## src/rtl/vend_pkg.sv

```systemverilog
`default_nettype none
// ============================================================================
//  Module   : vend_pkg
//  Purpose  : Shared constants and state encoding for the coin vendor with
//             change return: denomination values, coin bit indices and the
//             vendor FSM state type.
//  Revision : 1.0  initial release
// ============================================================================
package vend_pkg;

  // Number of accepted denominations (one bit each on coin buses)
  localparam int unsigned c_NUM_DEN = 4;

  // Bit positions on coin_in / coin_out / coin_reject buses
  localparam int unsigned c_IDX_1  = 0;
  localparam int unsigned c_IDX_2  = 1;
  localparam int unsigned c_IDX_5  = 2;
  localparam int unsigned c_IDX_10 = 3;

  // Face value of each denomination, indexed by bit position
  localparam int unsigned c_DEN_VAL [c_NUM_DEN] = '{1, 2, 5, 10};

  // Vendor FSM states
  typedef enum logic [1:0] {
    ST_IDLE    = 2'd0,
    ST_COLLECT = 2'd1,
    ST_VEND    = 2'd2,
    ST_CHANGE  = 2'd3
  } state_t;

endpackage : vend_pkg
`default_nettype wire

```

## src/rtl/coin_inventory.sv

```systemverilog
`default_nettype none
// ============================================================================
//  Module   : coin_inventory
//  Purpose  : Stock counter for one coin denomination. Counts up when a coin
//             of this value is accepted and down when one is paid out; it
//             saturates at both ends instead of wrapping.
//  Revision : 1.0  initial release
// ============================================================================
module coin_inventory #(
  parameter int CNT_W      = 4,
  parameter int INIT_COINS = 4
) (
  input  logic             clk,
  input  logic             reset,
  input  logic             i_inc,
  input  logic             i_dec,
  output logic [CNT_W-1:0] o_cnt,
  output logic             o_nonzero
);

  localparam logic [CNT_W-1:0] c_MAX  = '1;
  localparam logic [CNT_W-1:0] c_INIT = CNT_W'(INIT_COINS);

  logic [CNT_W-1:0] r_cnt;

  // Saturating up/down count; a full hopper still takes coins but stops counting
  always_ff @(posedge clk) begin
    if (reset) begin
      r_cnt <= c_INIT;
    end else begin
      case ({i_inc, i_dec})
        2'b10:   if (r_cnt != c_MAX)     r_cnt <= r_cnt + 1'b1;
        2'b01:   if (r_cnt != '0)        r_cnt <= r_cnt - 1'b1;
        default: r_cnt <= r_cnt;
      endcase
    end
  end

  assign o_cnt     = r_cnt;
  assign o_nonzero = (r_cnt != '0);

endmodule : coin_inventory
`default_nettype wire

```

## src/rtl/coin_vendor_change.sv

```systemverilog
`default_nettype none
// ============================================================================
//  Module   : coin_vendor_change
//  Purpose  : Parametrised coin vendor. Accepts 1/2/5/10 coins, releases the
//             item once credit reaches PRICE, then returns change greedily,
//             one coin per cycle, from a per-denomination inventory. Supports
//             cancel/refund and reports change it could not pay out.
//  Revision : 1.0  initial release
// ============================================================================
module coin_vendor_change
  import vend_pkg::*;
#(
  parameter int PRICE      = 13,
  parameter int CREDIT_W   = 6,
  parameter int CNT_W      = 4,
  parameter int INIT_COINS = 4
) (
  input  logic                 clk,
  input  logic                 reset,
  input  logic [3:0]           i_coin_in,
  input  logic                 i_cancel,
  output logic [CREDIT_W-1:0]  o_credit,
  output logic                 o_vended,
  output logic                 o_busy,
  output logic [3:0]           o_coin_out,
  output logic [3:0]           o_coin_reject,
  output logic                 o_short_change,
  output logic [CREDIT_W-1:0]  o_owed,
  output logic [4*CNT_W-1:0]   o_inv_cnt
);

  localparam logic [CREDIT_W-1:0] c_PRICE = CREDIT_W'(PRICE);

  state_t                r_state;
  state_t                w_next_state;
  logic [CREDIT_W-1:0]   r_credit;
  logic [CREDIT_W-1:0]   r_remaining;
  logic [CREDIT_W-1:0]   r_owed;
  logic                  r_short;

  logic [c_NUM_DEN-1:0]  w_coin_sel;
  logic [CREDIT_W-1:0]   w_coin_val;
  logic [c_NUM_DEN-1:0]  w_pay_sel;
  logic [CREDIT_W-1:0]   w_pay_val;
  logic [c_NUM_DEN-1:0]  w_inc;
  logic [c_NUM_DEN-1:0]  w_nz;
  logic [CNT_W-1:0]      w_cnt [c_NUM_DEN];

  logic                  w_credit_full;
  logic                  w_collecting;
  logic                  w_accept;
  logic                  w_cancel_take;
  logic                  w_can_pay;

  // Once credit covers the price the next edge vends; coins arriving in that
  // cycle are bounced, which keeps credit below PRICE+10.
  assign w_credit_full = (r_credit >= c_PRICE);
  assign w_collecting  = (r_state == ST_IDLE) ||
                         ((r_state == ST_COLLECT) && !w_credit_full);
  assign w_accept      = w_collecting && (i_coin_in != 4'b0000) && !i_cancel;
  assign w_cancel_take = (r_state == ST_COLLECT) && !w_credit_full && i_cancel;
  assign w_inc         = w_accept ? w_coin_sel : '0;
  assign w_can_pay     = (w_pay_sel != '0);

  // Highest set coin bit wins when the front end reports several at once
  always_comb begin
    w_coin_sel = '0;
    w_coin_val = '0;
    for (int i = 0; i < c_NUM_DEN; i++) begin
      if (i_coin_in[i]) begin
        w_coin_sel    = '0;
        w_coin_sel[i] = 1'b1;
        w_coin_val    = CREDIT_W'(c_DEN_VAL[i]);
      end
    end
  end

  // Greedy change: largest stocked denomination not exceeding what is owed
  always_comb begin
    w_pay_sel = '0;
    w_pay_val = '0;
    for (int i = 0; i < c_NUM_DEN; i++) begin
      if (w_nz[i] && (CREDIT_W'(c_DEN_VAL[i]) <= r_remaining)) begin
        w_pay_sel    = '0;
        w_pay_sel[i] = 1'b1;
        w_pay_val    = CREDIT_W'(c_DEN_VAL[i]);
      end
    end
  end

  // One stock counter per denomination
  for (genvar g = 0; g < c_NUM_DEN; g++) begin : g_inv
    coin_inventory #(
      .CNT_W      (CNT_W),
      .INIT_COINS (INIT_COINS)
    ) u_inv (
      .clk       (clk),
      .reset     (reset),
      .i_inc     (w_inc[g]),
      .i_dec     (o_coin_out[g]),
      .o_cnt     (w_cnt[g]),
      .o_nonzero (w_nz[g])
    );
  end

  // FSM state register
  always_ff @(posedge clk) begin
    if (reset) r_state <= ST_IDLE;
    else       r_state <= w_next_state;
  end

  // FSM next-state decode
  always_comb begin
    w_next_state = r_state;
    case (r_state)
      ST_IDLE:    if (w_accept) w_next_state = ST_COLLECT;
      ST_COLLECT: begin
        if (w_credit_full)      w_next_state = ST_VEND;
        else if (w_cancel_take) w_next_state = ST_CHANGE;
      end
      ST_VEND:    w_next_state = ST_CHANGE;
      ST_CHANGE:  if ((r_remaining == '0) || !w_can_pay) w_next_state = ST_IDLE;
      default:    w_next_state = ST_IDLE;
    endcase
  end

  // FSM outputs: vend/busy by state, change coin while something is owed, bounce unaccepted coins
  always_comb begin
    o_vended      = 1'b0;
    o_busy        = 1'b0;
    o_coin_out    = 4'b0000;
    o_coin_reject = i_coin_in & ~w_inc;
    case (r_state)
      ST_VEND: begin
        o_vended = 1'b1;
        o_busy   = 1'b1;
      end
      ST_CHANGE: begin
        o_busy = 1'b1;
        if (r_remaining != '0) o_coin_out = w_pay_sel;
      end
      default: ;
    endcase
  end

  // Credit, change-owed and short-change bookkeeping
  always_ff @(posedge clk) begin
    if (reset) begin
      r_credit    <= '0;
      r_remaining <= '0;
      r_owed      <= '0;
      r_short     <= 1'b0;
    end else begin
      case (r_state)
        ST_IDLE: begin
          if (w_accept) begin
            r_credit <= r_credit + w_coin_val;
            r_short  <= 1'b0;
            r_owed   <= '0;
          end
        end
        ST_COLLECT: begin
          if (w_credit_full) begin
            r_remaining <= r_credit - c_PRICE;
            r_credit    <= '0;
          end else if (w_cancel_take) begin
            r_remaining <= r_credit;
            r_credit    <= '0;
          end else if (w_accept) begin
            r_credit <= r_credit + w_coin_val;
          end
        end
        ST_CHANGE: begin
          if (r_remaining != '0) begin
            if (w_can_pay) begin
              r_remaining <= r_remaining - w_pay_val;
            end else begin
              r_short     <= 1'b1;
              r_owed      <= r_remaining;
              r_remaining <= '0;
            end
          end
        end
        default: ;
      endcase
    end
  end

  assign o_credit       = r_credit;
  assign o_short_change = r_short;
  assign o_owed         = r_owed;
  assign o_inv_cnt      = {w_cnt[c_IDX_10], w_cnt[c_IDX_5], w_cnt[c_IDX_2], w_cnt[c_IDX_1]};

endmodule : coin_vendor_change
`default_nettype wire

```

## config.mk

```make
export PLATFORM = sky130hd
export DESIGN_NAME = coin_vendor_change
export DESIGN_NICKNAME = d
export VERILOG_FILES = /design/src/rtl/vend_pkg.sv /design/src/rtl/coin_inventory.sv /design/src/rtl/coin_vendor_change.sv
export SDC_FILE = /design/constraint.sdc
export NUM_CORES = 1
export LEC_CHECK = 0
export BUFFER_PORTS_ARGS = -buffer_cell sky130_fd_sc_hd__buf_4
export CORE_UTILIZATION = 52
export DETAILED_ROUTE_END_ITERATION = 7
export HOLD_SLACK_MARGIN = 0.05
export PLACE_DENSITY_LB_ADDON = 0.12
export RECOVER_POWER = 25
export SLEW_MARGIN = 15
export SYNTH_ARGS = -nofsm -noshare
export SYNTH_HDL_FRONTEND = slang
export SYNTH_HIERARCHICAL = 1
export SYNTH_SLANG_ARGS = --single-unit
```

## constraint.sdc

```tcl
create_clock -name clk -period 2.75 [get_ports clk]
set_input_delay 0.4125 -clock clk [delete_from_list [all_inputs] [get_ports clk]]
set_output_delay 0.4125 -clock clk [all_outputs]
set_load 0.05 [all_outputs]
```

**Yosys cells after proc, flatten, opt, wreduce, memory -nomap -nowiden**

Cells that the tools add are included.

- Register bits after elaboration: 37
- Input port bits: 7
- Output and inout bits: 39

- Add/subtract/negate cells: 11
- $lt $le $gt $ge: 5
- Eq/ne operators: 28
- Muxes and demuxes: 55
- Bitwise logic cells: 2
- Reductions and logical operators: 37

Operators by type and width:

| operator | number |
|---|---|
| $mux 6 | 16 |
| $mux 4 | 17 |
| $pmux 6 s2 | 3 |
| $pmux 4 s2 | 4 |
| $reduce_bool 4->1 | 6 |
| $reduce_and 3->1 | 6 |
| $add 4x1->4 const B | 4 |
| $ne 2x1->1 const B | 8 |
| $ne 4x4->1 const B | 4 |
| $sub 4x1->4 const B | 4 |
| $reduce_bool 2->1 | 7 |
| $eq 2x2->1 const B | 6 |
| $eq 2x1->1 const B | 5 |
| $mux 1 | 9 |
| $logic_and 1x1->1 | 8 |
| $mux 2 | 4 |
| $ne 2x2->1 const B | 4 |
| $pmux 2 s4 | 1 |
| $add 6x6->6 | 1 |
| $ge 6x4->1 const B | 1 |
| $le 1x6->1 const A | 1 |
| $le 2x6->1 const A | 1 |
| $le 3x6->1 const A | 1 |
| $le 4x6->1 const A | 1 |
| 13 further kinds | 16 |

**Depth between registers and ports, before layout**

- Depth after elaboration: 11
- Mapped depth: 13
- Gate-level depth less buffers: 13

**Modules after synthesis**

The synthesis kept the hierarchy.

Modules (own cells, without submodules):

| module | instances | cells an instance | area an instance (um^2) | sequential area each (um^2) |
|---|---|---|---|---|
| coin_vendor_change | 1 | 224 | 1796.7 | 420.4 |
| coin_inventory | 4 | 36 | 311.5 | 80.1 |

**Worst setup path after synthesis**

OpenSTA, ideal clock, no wires.

- Path kind: register -> register
- From: reg g_inv[3].u_inv.r_cnt[0]
- To: reg g_inv[1].u_inv.r_cnt[2]
- Setup time: 0.123 ns
- Arrival: 3.989 ns
- Required time: 2.627 ns
- Slack: -1.363 ns
- Stages on the path, launching flop included: 13
- Clock period less this slack: 4.113 ns
- Cell sequence: dfxtp_1 -> buf_6 -> or4_4 -> o31ai_1 -> buf_2 -> nand2b_1 -> nor3_1 -> nand2b_1 -> xnor2_1 -> ha_1 -> nor4b_1 -> a32oi_1 -> mux2i_1

- Word-level cells in the longest chain between the ends: 8

RTL lines:

| item | RTL line | RTL |
|---|---|---|
| from (decl) | coin_inventory.sv:24 | `logic [CNT_W-1:0] r_cnt;` |
| from (signal assigned) | coin_inventory.sv:29 | `r_cnt <= c_INIT;` |
| from (signal assigned) | coin_inventory.sv:32 | `2'b10: if (r_cnt != c_MAX) r_cnt <= r_cnt + 1'b1;` |
| from (signal assigned) | coin_inventory.sv:33 | `2'b01: if (r_cnt != '0) r_cnt <= r_cnt - 1'b1;` |
| $reduce_bool 4->1 * | coin_inventory.sv:40 | `assign o_nonzero = (r_cnt != '0);` |
| via w_nz[3] | coin_vendor_change.sv:46 | `logic [c_NUM_DEN-1:0] w_nz;` |
| $logic_and 1x1->1 * | coin_vendor_change.sv:83 | `if (w_nz[i] && (CREDIT_W'(c_DEN_VAL[i]) <= r_remaining)) begin` |
| $mux 4 * | coin_vendor_change.sv:83 |  |
| $mux 4 * | coin_vendor_change.sv:140 | `if (r_remaining != '0) o_coin_out = w_pay_sel;` |
| $mux 4 * | coin_vendor_change.sv:133 | `case (r_state)` |
| via o_coin_out[1] | coin_vendor_change.sv:25 | `output logic [3:0] o_coin_out,` |
| $eq 2x1->1 or $eq 2x2->1 (tied branches) | coin_inventory.sv:31 | `case ({i_inc, i_dec})` |
| $ne 2x1->1 (no line) or $reduce_bool 2->1 (tied branches) | -- |  |
| $reduce_and 3->1 (no line) | -- |  |
| to (signal assigned) | coin_inventory.sv:32 |  |
| to (signal assigned) | coin_inventory.sv:33 |  |
| to (signal assigned) | coin_inventory.sv:34 | `default: r_cnt <= r_cnt;` |
| to (decl) | coin_inventory.sv:24 |  |

Mark *: on every way through the listed nets, which the timed path passes. The rest lies on a longest branch.
A chain may end at the register's enable or synchronous reset.

**Worst setup path in the final report**

- From: reg g_inv[3].u_inv.r_cnt[3]
- To: out o_coin_out[0]

- Word-level cells in the longest chain between the ends: 5

RTL lines:

| item | RTL line |
|---|---|
| $reduce_bool 4->1 | coin_inventory.sv:40 |
| via w_nz[3] | coin_vendor_change.sv:46 |
| $logic_and 1x1->1 | coin_vendor_change.sv:83 |
| $mux 4 | coin_vendor_change.sv:83 |
| $mux 4 | coin_vendor_change.sv:140 |
| $mux 4 | coin_vendor_change.sv:133 |
| to (decl) | coin_vendor_change.sv:25 |

The timed path passes the listed nets, and every way through them passes these cells.

==> flow_summary.yaml <==
floorplanning:
  die-height_um: 78.5
  core_mm2: 0.00557
  rows: 27
  die_x_um: 78.5
  pin_count: 46
  start_util_pct: 54.6
  dieArea_mm2: 0.00616
grt:
  antenna_found_initial: 0
  grt_start_max_net_pins: 37
  grt_pass1_wl_um: 13200
  grtUsageTotal_pct: 26.7
  grt.overflow.total: 0
  grt_pass1_vias: 2845
drt:
  wl_met2_um: 3750
  drt-met1-wl_um: 3650
  num_vias: 3143
  drt-pass1-iter-count: 4
  drc_errors: 0
  wirelength_um: 7880
  route.met3.wl_um: 383
  ant_nets: 0
  initialDrtViolationCount: 122
  wl_per_cell_um: 15.2
  top_layer_used: "met4"
  viasPerCell: 6.07
synthesis:
  yosys_warnings: 6
  yosysSeqAreaShare_pct: 24.3
  synthArstFlopShare_pct: 0
  synth_simple_gate_area_share_pct: 30.2
  ys_seq_elements: 37
  yosysUniqueCellTypes: 64
  synth_fa_ha_area_share_pct: 8.72
  netlist_area_mm2: 0.00304
  postSynthAreaPerCell_um2: 8.27
  synth_top_family_by_area: "simple AND/OR/NAND/NOR gates"
  syn_nets: 395
  synth_ff_type: "dfxtp_1"
  synth_edf_count: 0
  syn_inst: 368
  synth_compound_area_share_pct: 26.5
  synth_xor_area_share_pct: 3.17
  synthMuxAreaShare_pct: 1.64
job:
  max_cap_violations: 0
critical_path:
  cp.buffers_inverters: 3
  r2r_slack_ns: 0.12
  critical_path_class: "reg -> out"
  critPathTopFamily: "simple AND/OR/NAND/NOR gates"
  cp_slowest_stage_delay_ns: 0.56
  critPathLaunchType: "flop"
  crit_path_end_kind: "output pin"
  required_ns: 2.34
  crit_chain: "or4_4 > o31ai_4 > buf_4 > nand4b_2 > nor2_4 > buf_4 > buf_4"
  cp.arrival_ns: 2.22
  worst_path_max_delay_cell: "or4_4"
  critPathMaxFanout: 10
  path_common_cell: "buf_4"
finish:
  n_fill_cell: 486
  area_delta_synth_final_pct: 26.1
  drive_gt1_share_pct: 26.2
  final_cell_mix: "68 x buf_4, 29 x dfxtp_1, 19 x a21oi_1, 19 x nor2_1, 17 x clkbuf_1"
  fin_util_pct: 68.8
  layout_commonest_cell: "buf_4"
  final_nets: 472
  num_antenna_cells: 0
clocking:
  clk_path_buf_depth: 2
  clkSlewWorstSetupHoldPaths_ns: 0.08
  cts_made_buffers: 5
  htree_levels: 2
  cts-root-buf: "clkbuf_8"
  clk_latency_ns: 0.30
  cts_hold_repair.buffers: 0
  cts_tree: "done"
  cts_num_sinks: 37
placement:
  dp_slack_ns: 0.0242
  place.port_buffers: 45
  place_congestion: 0.966
  dp_hpwl_um: 5850
sta:
  skew_ns: 0.00956
  setup-violations-final: 0
  hold_viol: 0
  final_max_slew_viol_count: 0
  slew-limit-headroom_pct: 40.7
  fin_ws_ns: 0.115
  worst_slew_pin_slew_ns: 0.890
  fin_crit_ns: 2.64
  max_freq_mhz: 379
  fin_crit_sh_pct: 95.8
power:
  peakVddDrop_v: 0.000673
  p_per_area_mw_per_mm2: 794
  leakagePower_uw: 0.00156
outcome:
  status: "finished clean"
min_path:
  hp-class: "in -> reg"
-- layer usage --
metal | GRT usage [%] | up-vias
met3 | 5.00 | 11
met2 | 44.7 | 65
met5 | 0 | -
met4 | 7.22 | 0
met1 | 34.8 | 1500
li1 | - | 1567
-- flip-flops by register name, summed over array words and instances (netlist names) --
register           count
g_inv.u_inv/o_cnt     16
r_remaining            6
o_short_change         1
r_state                2
o_owed                 6
o_credit               6
-- Yosys cell counts, drive strengths merged, types with 7 or more instances --
cell | n | area (um^2)
inv | 17 | 63.8
ha | 18 | 225
nor2b | 11 | 68.8
o21a | 7 | 52.6
nor3 | 13 | 65.1
a31oi | 10 | 62.6
or3 | 7 | 48.8
a21oi | 20 | 100
dfxtp | 37 | 741
and2 | 8 | 50.1
nand2 | 15 | 56.3
nand2b | 16 | 100
or4b | 8 | 80.1
nand4 | 11 | 68.8
o21ai | 17 | 88.8
buf | 11 | 82.6
nor2 | 22 | 82.6
nand3 | 13 | 70.1
-- through the flow --
stage               power [uW]  TNS (ns)  hold WS (ns)  cell area, um^2  instances
floorplan                 2070    -0.938         0.484             3120        368
global placement          2530         0         0.488             3750        510
detailed placement        2570         0         0.493             3750        510
CTS                       3000         0         0.475             3840        518
global route              3260   -0.0195         0.509             3840        518
finish                    3040         0         0.483             3840        518
-- power by group --
group	internal, uW	leakage, uW	total [uW]	switching (uW)
Sequential	610	0.000302	690	79.7
Clock	203	0.0000512	412	209
Combinational	777	0.00121	1940	1170
-- final timing paths --
check | cells after the start | end | startpoint
max | 7 | o_coin_out[0] | g_inv[3].u_inv/o_cnt[3]
min | 4 | o_credit[5] | i_cancel
max reg2reg | 10 | r_remaining[5] | g_inv[3].u_inv/o_cnt[3]
min reg2reg | 2 | o_owed[4] | o_owed[4]
-- cell type report --
class | count | area (um^2) | area share [%]
clock buffers | 6 | 82.6 | 2.15
clock inverters | 2 | 13.8 | 0.359
inverters | 18 | 67.6 | 1.76
multi-input cells | 298 | 2250 | 58.8
flip-flops and latches | 37 | 753 | 19.6
well taps | 72 | 90.1 | 2.35
repair buffers | 85 | 574 | 15.0
-- kinds of logic (layout without fill, tap and decap cells) --
kind of cell,after synthesis,in the layout
adders and majority gates,20,20
xor gates and xnor gates,11,11
DFF,37,37
muxes,5,5
AOI/OAI and AO/OA,111,111
buffers and inverters,33,111
and+or+nand+nor,151,151
-- tightest hold or removal path: stages --
cell,delay (ns)
buf_4,0.12
inv_1,0.05
nand2_1,0.08
a221oi_2,0.06
-- timing repair --
item / in CTS / in global routing
setup endpoints to repair: 0 / 5
buffers inserted: 0 / 0
gates resized for setup: 0 / 13
No activity file was read; power rests on OpenSTA's default activity.
